--- src/rtl/wb_host_initiator.sv ---
// rtl/wb_host_initiator.sv - Wishbone classic single-transfer initiator with bounded ack timeout
module wb_host_initiator #(
   parameter int unsigned TIMEOUT_CYCLES = 255
) (
   input  logic        wb_clk_i,
   input  logic        wb_rst_ni,
   input  logic        cmd_valid_i,
   output logic        cmd_ready_o,
   input  logic        cmd_we_i,
   input  logic [31:0] cmd_adr_i,
   input  logic [31:0] cmd_dat_i,
   input  logic [3:0]  cmd_sel_i,
   output logic        rsp_valid_o,
   input  logic        rsp_ready_i,
   output logic [31:0] rsp_dat_o,
   output logic        rsp_err_o,
   output logic        wbm_cyc_o,
   output logic        wbm_stb_o,
   output logic        wbm_we_o,
   output logic [31:0] wbm_adr_o,
   output logic [31:0] wbm_dat_o,
   output logic [3:0]  wbm_sel_o,
   input  logic        wbm_ack_i,
   input  logic [31:0] wbm_dat_i,
   output logic [7:0]  err_count_o
);

   localparam int unsigned CNT_W = $clog2(TIMEOUT_CYCLES + 1);
   // Counter value seen on the last wait edge before the cycle is abandoned.
   localparam logic [CNT_W-1:0] CNT_LAST = CNT_W'(TIMEOUT_CYCLES - 1);

   typedef enum logic [1:0] {
      ST_IDLE = 2'd0,
      ST_BUS  = 2'd1,
      ST_RESP = 2'd2
   } state_e;

   state_e           state_q, state_d;
   logic [CNT_W-1:0] cnt_q, cnt_d;
   logic             cmd_ready_q, cmd_ready_d;
   logic             rsp_valid_q, rsp_valid_d;
   logic [31:0]      rsp_dat_q, rsp_dat_d;
   logic             rsp_err_q, rsp_err_d;
   logic             cyc_q, cyc_d;
   logic             stb_q, stb_d;
   logic             we_q, we_d;
   logic [31:0]      adr_q, adr_d;
   logic [31:0]      dat_q, dat_d;
   logic [3:0]       sel_q, sel_d;
   logic [7:0]       err_count_q, err_count_d;

   // Next-state and next-output logic for the IDLE -> BUS -> RESP transfer sequence.
   always_comb begin
      state_d     = state_q;
      cnt_d       = cnt_q;
      cmd_ready_d = cmd_ready_q;
      rsp_valid_d = rsp_valid_q;
      rsp_dat_d   = rsp_dat_q;
      rsp_err_d   = rsp_err_q;
      cyc_d       = cyc_q;
      stb_d       = stb_q;
      we_d        = we_q;
      adr_d       = adr_q;
      dat_d       = dat_q;
      sel_d       = sel_q;
      err_count_d = err_count_q;

      case (state_q)
         ST_IDLE: begin
            // Ready rises on the first edge after reset release, not during reset.
            cmd_ready_d = 1'b1;
            if (cmd_valid_i && cmd_ready_q) begin
               cmd_ready_d = 1'b0;
               cyc_d       = 1'b1;
               stb_d       = 1'b1;
               we_d        = cmd_we_i;
               adr_d       = cmd_adr_i;
               dat_d       = cmd_dat_i;
               sel_d       = cmd_sel_i;
               cnt_d       = '0;
               state_d     = ST_BUS;
            end
         end

         ST_BUS: begin
            // Ack is checked first so an ack on the timeout edge still completes cleanly.
            if (wbm_ack_i) begin
               cyc_d       = 1'b0;
               stb_d       = 1'b0;
               we_d        = 1'b0;
               rsp_dat_d   = we_q ? 32'h0 : wbm_dat_i;
               rsp_err_d   = 1'b0;
               rsp_valid_d = 1'b1;
               state_d     = ST_RESP;
            end else if (cnt_q == CNT_LAST) begin
               cyc_d       = 1'b0;
               stb_d       = 1'b0;
               we_d        = 1'b0;
               rsp_dat_d   = 32'h0;
               rsp_err_d   = 1'b1;
               rsp_valid_d = 1'b1;
               if (err_count_q != 8'hFF) begin
                  err_count_d = err_count_q + 8'd1;
               end
               state_d     = ST_RESP;
            end else begin
               cnt_d = cnt_q + CNT_W'(1);
            end
         end

         ST_RESP: begin
            if (rsp_ready_i) begin
               rsp_valid_d = 1'b0;
               cmd_ready_d = 1'b1;
               state_d     = ST_IDLE;
            end
         end

         default: begin
            state_d = ST_IDLE;
         end
      endcase
   end

   // All state and outputs registered; reset aborts any open bus cycle immediately.
   always_ff @(posedge wb_clk_i or negedge wb_rst_ni) begin
      if (!wb_rst_ni) begin
         state_q     <= ST_IDLE;
         cnt_q       <= '0;
         cmd_ready_q <= 1'b0;
         rsp_valid_q <= 1'b0;
         rsp_dat_q   <= 32'h0;
         rsp_err_q   <= 1'b0;
         cyc_q       <= 1'b0;
         stb_q       <= 1'b0;
         we_q        <= 1'b0;
         adr_q       <= 32'h0;
         dat_q       <= 32'h0;
         sel_q       <= 4'h0;
         err_count_q <= 8'h0;
      end else begin
         state_q     <= state_d;
         cnt_q       <= cnt_d;
         cmd_ready_q <= cmd_ready_d;
         rsp_valid_q <= rsp_valid_d;
         rsp_dat_q   <= rsp_dat_d;
         rsp_err_q   <= rsp_err_d;
         cyc_q       <= cyc_d;
         stb_q       <= stb_d;
         we_q        <= we_d;
         adr_q       <= adr_d;
         dat_q       <= dat_d;
         sel_q       <= sel_d;
         err_count_q <= err_count_d;
      end
   end

   assign cmd_ready_o = cmd_ready_q;
   assign rsp_valid_o = rsp_valid_q;
   assign rsp_dat_o   = rsp_dat_q;
   assign rsp_err_o   = rsp_err_q;
   assign wbm_cyc_o   = cyc_q;
   assign wbm_stb_o   = stb_q;
   assign wbm_we_o    = we_q;
   assign wbm_adr_o   = adr_q;
   assign wbm_dat_o   = dat_q;
   assign wbm_sel_o   = sel_q;
   assign err_count_o = err_count_q;

endmodule

--- config.mk ---
export PLATFORM = sky130hd
export DESIGN_NAME = wb_host_initiator
export DESIGN_NICKNAME = d
export VERILOG_FILES = /design/src/rtl/wb_host_initiator.sv
export SDC_FILE = /design/constraint.sdc
export NUM_CORES = 1
export LEC_CHECK = 0
export BUFFER_PORTS_ARGS = -buffer_cell sky130_fd_sc_hd__buf_2
export CELL_PAD_IN_SITES_DETAIL_PLACEMENT = 1
export CELL_PAD_IN_SITES_GLOBAL_PLACEMENT = 1
export CORE_ASPECT_RATIO = 1.1
export CORE_UTILIZATION = 34
export DETAILED_ROUTE_END_ITERATION = 10
export HOLD_SLACK_MARGIN = 0.05
export PLACE_DENSITY_LB_ADDON = 0.1
export SYNTH_ARGS = -nofsm -noshare
export SYNTH_HDL_FRONTEND = slang
export SYNTH_SLANG_ARGS = --single-unit
--- constraint.sdc ---
create_clock -name wb_clk_i -period 2.1 [get_ports wb_clk_i]
set_input_delay 0.63 -clock wb_clk_i [delete_from_list [all_inputs] [get_ports wb_clk_i]]
set_output_delay 0.63 -clock wb_clk_i [all_outputs]
set_load 0.05 [all_outputs]
==> metrics.yaml, run 1 <==
synth_flop_cell: "dfrtp_1"
postCtsSetupRepairBufs: 0
synthCells: 469
hold_viol: 0
timing.final.crit_share: 0.872
grt_max_degree: 71
use_met3: 0.0693
end_kind: "flip-flop"
path_cells: "ha_1 -> and3_1 -> a31o_2 -> nor2_1 -> mux2_2"
synth_cell_types: 38
grt.overflow.total: 0
crit_arrival_ns: 2.12
portBuffers: 219
post_cts_resize_count: 0
dp_hpwl_mm: 9.57
use_met2: 0.341
synth_seq_cells: 123
grt_pass1_vias: 4422
fp.dieW_um: 115
clockPowerShare: 0.214
final.setup.tns_ns: 0
busiest_layer: "met2"
diodes: 0
clock_sinks: 123
cts_tree: "yes"
pre_cts_ws_ns: 0.162
status: "finished, final reports clean"
setup_ws_ns: 0.270
ir_drop_uv: 808
critPathBufInv: 0
synth.area.top_cells: "dfrtp_1 64%, nand2_1 17%, a22o_1 5.9%, xor2_1 1.3%, clkbuf_1 1.2%"
maxSlewViolCount: 0
syn2layout_area_growth_pct: 41.0
die_y_um: 126
min_period_ns: 1.83
remaining_drc_errors: 0
syn-cell-area_mm2: 0.00477
coreArea_mm2: 0.0137
cts_made_buffers: 17
syn_nets: 578
power.switching_w: 0.00667
cp_top_family: "flip-flops"
clockBufferDepth: 2
synth_top_cell_by_area: "dfrtp_1"
drtPass1Iterations: 4
nNetsFinal: 803
grt_use_total: 0.198
avgSynthCellArea_um2: 10.2
yosysSeqAreaShare: 0.645
wire_per_inst_um: 14.9
drive_gt1_frac: 0.385
routed_wl_mm: 13.3
max_cap_viol_count: 0
rows: 45
clock_latency_ns: 0.41
max_slew_margin: 0.744
met1_usage: 0.227
synth-edff-count: 0
crit_fanout: 6
antenna_found_initial: 1
report.final.setup_viol: 0
yosysTopAreaCellShare: 0.645
start_util: 0.347
skew_ns: 0.00741
async_flop_share: 1.00
utilization: 0.490
p_int_w: 0.00666
ys_warn_count: 0
grt_pass1_wl_mm: 22.1
root_buffer: "clkbuf_16"
clkTransAtPathRegs_ns: 0.05
power.share.sequential: 0.298
first_iter_violations: 157
leakage_nw: 3.74
p_comb_frac: 0.488
crit_required_ns: 2.39
whs_ns: 0.221
ctsHtreeMaxLevel: 4
cts_hold_buf: 0
cpPeakStageDelay_ns: 0.42
hold_path_class: "in -> async"
drt.antenna.violating_nets: 0
worstSetupPathType: "reg -> reg"
crit_path_top_delay_cell: "dfrtp_1"
worst_pin_slew_ns: 0.384
rsz0062_at_grt: "false"
yosysMostFrequentCell: "nand2_1"
sw_frac_of_total: 0.500
max_freq_ghz: 0.546
dieArea_mm2: 0.0145
globalplace.congestion: 0.757
vias_per_cell: 4.69
crit_path_start_kind: "flip-flop"
ios: 220
p_per_area_mw_per_mm2: 1980
fill_cells: 1634
num_vias: 4196
synth.cells.most_frequent: "214 x nand2_1, 123 x dfrtp_1, 32 x a22o_1"
-- final timing paths --
kind / startpoint / to / slack [ns] / cells after the start
hold / removal: wb_rst_ni / err_count_o[3] / 0.22 / 2
max in group asynchronous: wb_rst_ni / wbm_dat_o[19] / 1.53 / 2
hold reg to reg: wbm_dat_o[14] / wbm_dat_o[14] / 0.47 / 2
min in group wb_clk_i: cmd_dat_i[2] / wbm_dat_o[2] / 0.41 / 3
setup / recovery: err_count_o[0] / err_count_o[1] / 0.27 / 5
setup reg to reg: err_count_o[0] / err_count_o[1] / 0.27 / 5
-- through the flow --
stage / total power [W] / instance area, um2 / cells
after floorplan: 0.00882 / 4770 / 469
after global placement: 0.0104 / 6140 / 863
after detailed placement: 0.0106 / 6140 / 863
after CTS: 0.0135 / 6730 / 895
after global routing: 0.0141 / 6730 / 895
final: 0.0133 / 6730 / 895
-- cell usage in the layout (no fill, tap or decap), types with 2 or more instances in the layout --
master,Yosys,layout
a21oi_1,4,4
a22o_1,32,32
a31oi_1,2,2
and3_1,2,2
buf_12,0,4
buf_2,7,218
buf_4,2,9
bufinv_16,0,2
clkbuf_16,0,17
clkinv_2,0,3
clkinv_4,0,3
clkinvlp_4,0,5
dfrtp_1,123,123
ha_1,3,3
inv_1,4,4
nand2_1,214,214
nand3_1,9,9
nand4_1,2,2
nor2_1,7,6
nor3_1,4,4
nor4_1,3,3
o211ai_1,2,2
o21ai_0,5,5
o31ai_1,2,2
xor2_1,7,7
-- final cells by class --
class / instances / area [um2] / share of cell area
timing repair buffer: 231 / 1240 / 0.184
sequential: 123 / 3080 / 0.457
inverter: 4 / 15.0 / 0.00223
multi-input combinational: 317 / 1580 / 0.234
clock buffer: 18 / 439 / 0.0653
tap: 188 / 235 / 0.0350
clock inverter: 14 / 148 / 0.0219
-- flip-flops by register name, indices dropped and copies added (netlist names) --
name,count
rsp_err_o,1
state_q,2
cmd_ready_o,1
wbm_adr_o,32
wbm_sel_o,4
wbm_we_o,1
err_count_o,8
wbm_dat_o,32
wbm_stb_o,1
cnt_q,8
rsp_dat_o,32
rsp_valid_o,1
-- cells by family (layout without fill, tap and decap cells) --
family	Yosys count	count (layout)	synth area share
buffers and inverters	29	267	0.0278
AO/OA/AOI/OAI	56	56	0.0912
flip-flops	123	123	0.645
adder cells (fa/ha/maj)	3	3	0.00786
AND/OR/NAND/NOR	250	250	0.213
multiplexers	1	1	0.00236
XOR/XNOR	7	7	0.0128
-- power groups by stage --
stage,Combinational (W),Clock [W],Sequential [W]
floorplan,0.00152,0,0.00730
global placement,0.00648,0,0.00393
global route,0.00695,0.00305,0.00412
finish,0.00651,0.00285,0.00397
CTS,0.00660,0.00293,0.00399
detailed placement,0.00658,0,0.00400
-- routing by layer --
| layer | wire [um] | up-vias | share of wire |
|---|---|---|---|
| met5 | 17 | - | 0.0013 |
| met4 | 170 | 2 | 0.013 |
| met3 | 956 | 14 | 0.072 |
| met2 | 6830 | 146 | 0.51 |
| met1 | 5370 | 2046 | 0.40 |
| li1 | - | 1988 | - |
Note: power is estimated with default switching activity, not from simulation.
==> run 2: changes to the inputs <==
--- a/config.mk
+++ b/config.mk
@@ -11,6 +11,7 @@
 export CORE_ASPECT_RATIO = 1.1
 export CORE_UTILIZATION = 34
 export DETAILED_ROUTE_END_ITERATION = 10
+export GPL_TIMING_DRIVEN = 0
 export HOLD_SLACK_MARGIN = 0.05
 export PLACE_DENSITY_LB_ADDON = 0.1
 export SYNTH_ARGS = -nofsm -noshare
==> metrics.yaml, run 2 (synthesis results as in run 1) <==
status: "finished, final reports clean"
vias_per_cell: 4.70
diodes: 0
power.share.sequential: 0.283
crit_arrival_ns: 2.28
mostFrequentLayoutCell: "buf_2"
ir_drop_uv: 958
sw_frac_of_total: 0.480
max_cap_viol_count: 0
worstSetupPathType: "reg -> reg"
hold_path_class: "in -> async"
wire_per_inst_um: 15.1
root_buffer: "clkbuf_16"
clockBufferDepth: 2
max_slew_margin: 0.550
busiest_layer: "met2"
first_iter_violations: 113
final.setup.tns_ns: 0
placed_cells: 877
crit_required_ns: 2.45
use_met3: 0.0703
rr_startpoint: "state_q[0]"
crit_path_start_kind: "flip-flop"
remaining_drc_errors: 0
clockPowerShare: 0.241
globalplace.congestion: 0.774
rrSetupSlack_ns: 0.18
crit_fanout: 10
grt_max_degree: 75
cts_made_buffers: 17
leakage_nw: 3.80
fin_cells: 908
coreArea_mm2: 0.0137
grt_pass1_wl_mm: 22.1
clkTransAtPathRegs_ns: 0.05
fill_cells: 1640
area.sequential_mm2: 0.00308
grt_pass1_vias: 4475
drt.antenna.violating_nets: 0
portBuffers: 219
worst_pin_slew_ns: 0.673
mostFrequentLayoutCells: "225 x buf_2, 214 x nand2_1, 123 x dfrtp_1"
timing.final.crit_share: 0.916
rows: 45
ios: 220
maxSlewViolCount: 0
postCtsSetupRepairBufs: 0
dieArea_mm2: 0.0145
min_period_ns: 1.92
worstReg2RegEnd: "wbm_adr_o[18]"
drive_gt1_frac: 0.369
p_per_area_mw_per_mm2: 2030
reg2reg_depth: 5
nNetsFinal: 816
report.final.setup_viol: 0
fp.dieW_um: 115
p_comb_frac: 0.476
end_kind: "flip-flop"
cts_tree: "yes"
p_int_w: 0.00720
hold_viol: 0
use_met2: 0.326
antenna_found_initial: 1
die_y_um: 126
drtPass1Iterations: 4
routed_wl_mm: 13.7
syn2layout_area_growth_pct: 43.0
multi_input_area_mm2: 0.00157
cts_hold_buf: 0
max_freq_ghz: 0.520
start_util: 0.347
power.switching_w: 0.00664
grt.overflow.total: 0
grt_use_total: 0.199
met1_usage: 0.231
clock_sinks: 123
dp_hpwl_mm: 10.1
ctsHtreeMaxLevel: 4
skew_ns: 0.00582
num_vias: 4271
rsz0062_at_grt: "false"
clock_latency_ns: 0.42
[run 2: changes by cell type in the layout (fill, tap and decap cells not counted), sizes merged]
cell,change
bufinv,+3
clkbuf,+22
clkinv,-6
clkinvlp,-5
inv,-1
[run 2: worst max-delay path by stage]
stage | start | to | depth (start not counted)
2_1_floorplan | err_count_o[0] | err_count_o[1] | 5
3_3_place_gp | wb_rst_ni | wbm_dat_o[19] | 1
3_5_place_dp | cmd_valid_i | wbm_adr_o[18] | 6
4_1_cts | cnt_q[0] | rsp_dat_o[7] | 7
5_1_grt | state_q[0] | wbm_adr_o[19] | 5
6_report | state_q[0] | wbm_adr_o[18] | 5
[run 2: routing by layer]
metal / up-vias / part of all wire
met5: - / 0.0012
met4: 2 / 0.024
met3: 29 / 0.074
met2: 151 / 0.49
met1: 2077 / 0.41
li1: 2012 / -
[run 2: critical path, cell delays in order, from the launching register on]
cell	delay, ns
dfrtp_1	0.37
buf_4	0.16
nor3_4	0.59
clkbuf_1	0.52
nand2_1	0.14
nand2_1	0.08
[run 2: metrics by stage]
step | hold WS, ns | power (W) | util | instance area (um2) | worst slack, ns
2_1_floorplan | 0.334 | 0.00882 | - | 4770 | 0.102
3_3_place_gp | 0.453 | 0.0104 | 0.444 | 6100 | -1.26
3_5_place_dp | 0.457 | 0.0106 | 0.447 | 6140 | -0.352
4_1_cts | 0.158 | 0.0140 | 0.497 | 6830 | 0.0757
5_1_grt | 0.169 | 0.0146 | 0.497 | 6830 | 0.0187
6_report | 0.155 | 0.0138 | 0.497 | 6830 | 0.177
[run 2: timing repair]
item | 4_1_cts | 5_1_grt
hold endpoints to repair | 0 | 0
resized for setup | 1 | 2
pin swaps | 0 | 0
endpoints found under the setup margin | 14 | 33
[run 2: area by class of cell]
| cell class | count | share of cell area |
|---|---|---|
| flip-flops and latches | 123 | 0.451 |
| clock inverters | 5 | 0.0220 |
| repair buffers | 220 | 0.165 |
| inverters | 4 | 0.00220 |
| multi-input cells | 317 | 0.230 |
| plain buffers | 24 | 0.0167 |
| well taps | 188 | 0.0345 |
| clock buffers | 27 | 0.0781 |
[run 2: power groups by stage]
| stage | logic, W | registers, W | clock network (W) |
|---|---|---|---|
| after detailed placement | 0.00665 | 0.00394 | 0 |
| after global placement | 0.00654 | 0.00389 | 0 |
| final | 0.00659 | 0.00392 | 0.00333 |
| after global routing | 0.00700 | 0.00405 | 0.00350 |
| after floorplan | 0.00152 | 0.00730 | 0 |
| after CTS | 0.00668 | 0.00393 | 0.00341 |
==> run 3: changes to the inputs <==
--- a/config.mk
+++ b/config.mk
@@ -9,7 +9,7 @@
 export CELL_PAD_IN_SITES_DETAIL_PLACEMENT = 1
 export CELL_PAD_IN_SITES_GLOBAL_PLACEMENT = 1
 export CORE_ASPECT_RATIO = 1.1
-export CORE_UTILIZATION = 34
+export CORE_UTILIZATION = 31
 export DETAILED_ROUTE_END_ITERATION = 10
 export GPL_TIMING_DRIVEN = 0
 export HOLD_SLACK_MARGIN = 0.05
==> constraint.sdc (replaced) <==
create_clock -name wb_clk_i -period 1.7 [get_ports wb_clk_i]
set_input_delay 0.51 -clock wb_clk_i [delete_from_list [all_inputs] [get_ports wb_clk_i]]
set_output_delay 0.51 -clock wb_clk_i [all_outputs]
set_load 0.05 [all_outputs]
==> metrics.yaml, run 3 (synthesis results as in run 1) <==
grt_use_total: 0.189
syn2layout_area_growth_pct: 46.8
hold_path_class: "in -> async"
maxSlewViolCount: 0
rsz0062_at_grt: "false"
coreArea_mm2: 0.0151
dp_hpwl_mm: 10.4
whs_ns: 0.0553
fp.dieW_um: 120
nNetsFinal: 824
status: "finished, final reports clean"
die_y_um: 132
total_power_w: 0.0172
antenna_found_initial: 0
crit_fanout: 6
clockBufferDepth: 2
max_freq_ghz: 0.602
end_kind: "flip-flop"
rows: 47
ctsHtreeMaxLevel: 4
grt_max_degree: 64
cp-startpoint: "err_count_o[0]"
root_buffer: "clkbuf_16"
critPathBufInv: 0
ir_drop_uv: 956
clock_sinks: 123
placed_cells: 885
crit_path_top_delay_cell: "dfrtp_2"
rr_startpoint: "err_count_o[0]"
max_slew_margin: 0.603
start_util: 0.317
cp_top_family: "flip-flops"
mostFrequentLayoutCell: "buf_2"
leakage_nw: 3.84
cts_tree: "yes"
globalplace.congestion: 0.721
worstSetupPathType: "reg -> reg"
wl_met3_mm: 1.06
report.final.setup_viol: 0
grt_pass1_wl_mm: 23.5
final.setup.tns_ns: 0
drive_gt1_frac: 0.411
crit_required_ns: 1.99
skew_ns: 0.00689
diodes: 0
portBuffers: 219
crit_arrival_ns: 1.95
utilization: 0.465
fin_cells: 924
grt_pass1_vias: 4521
p_per_area_mw_per_mm2: 2450
wl_met1_mm: 6.02
worst_pin_slew_ns: 0.596
hold_viol: 0
highest_layer: "met4"
drt.antenna.violating_nets: 0
wl_met2_mm: 6.98
routed_wl_mm: 14.3
clkTransAtPathRegs_ns: 0.06
drtPass1Iterations: 4
cts_hold_buf: 0
path_cells: "ha_4 -> and3_4 -> a31o_4 -> nor2_4 -> mux2_2"
mostFrequentLayoutCells: "221 x buf_2, 214 x nand2_1, 119 x dfrtp_1"
num_vias: 4292
crit_path_start_kind: "flip-flop"
grt.overflow.total: 0
cpPeakStageDelay_ns: 0.43
cts_made_buffers: 17
wire_per_inst_um: 15.4
vias_per_cell: 4.65
remaining_drc_errors: 0
max_cap_viol_count: 0
dieArea_mm2: 0.0159
min_period_ns: 1.66
timing.final.crit_share: 0.977
clock_latency_ns: 0.41
first_iter_violations: 119
ios: 220
run 3: changes by cell type in the layout (fill, tap and decap cells not counted), sizes merged:
cell / delta
buf: +7
clkbuf: -8
clkinv: +5
inv: +1
clkinvlp: +3
run 3: final timing paths:
kind,endpoint,depth (start not counted),slack (ns)
max,err_count_o[1],5,0.04
min,rsp_dat_o[14],1,0.06
max reg2reg,err_count_o[1],5,0.04
min reg2reg,wbm_dat_o[1],2,0.47
max in group asynchronous,cnt_q[0],2,0.89
min in group wb_clk_i,wbm_dat_o[29],3,0.28
run 3: per-stage QoR:
step | instance area, um2 | setup slack [ns]
3_3_place_gp | 6130 | -1.81
2_1_floorplan | 4790 | -0.0726
5_1_grt | 7010 | 0.00192
3_5_place_dp | 6170 | -0.612
4_1_cts | 6940 | 0.000123
6_report | 7010 | 0.0397
run 3: metal layers:
metal  vias to the layer above  GRT usage
met1                      2090      0.230
met3                        12     0.0623
met4                         0     0.0679
met5                         -          0
li1                       2040          -
met2                       150      0.312
run 3: power by group:
| part | total, W | internal (W) | switching (W) |
|---|---|---|---|
| Sequential | 0.00482 | 0.00418 | 0.000644 |
| Clock | 0.00400 | 0.00264 | 0.00136 |
| Combinational | 0.00832 | 0.00197 | 0.00635 |
run 3: layout make-up:
| class | instances | area [um2] |
|---|---|---|
| Buffer | 25 | 156 |
| Clock buffer | 18 | 439 |
| Clock inverter | 14 | 218 |
| Fill cell | 1747 | 8050 |
| Inverter | 4 | 15.0 |
| Multi-Input combinational cell | 317 | 1660 |
| Sequential cell | 123 | 3080 |
| Tap cell | 196 | 245 |
| Timing Repair Buffer | 227 | 1190 |
run 3: timing repair:
item | in CTS | in global routing
setup buffers | 4 | 3
pin swaps | 2 | 3
resized for setup | 25 | 20
endpoints found under the setup margin | 109 | 78
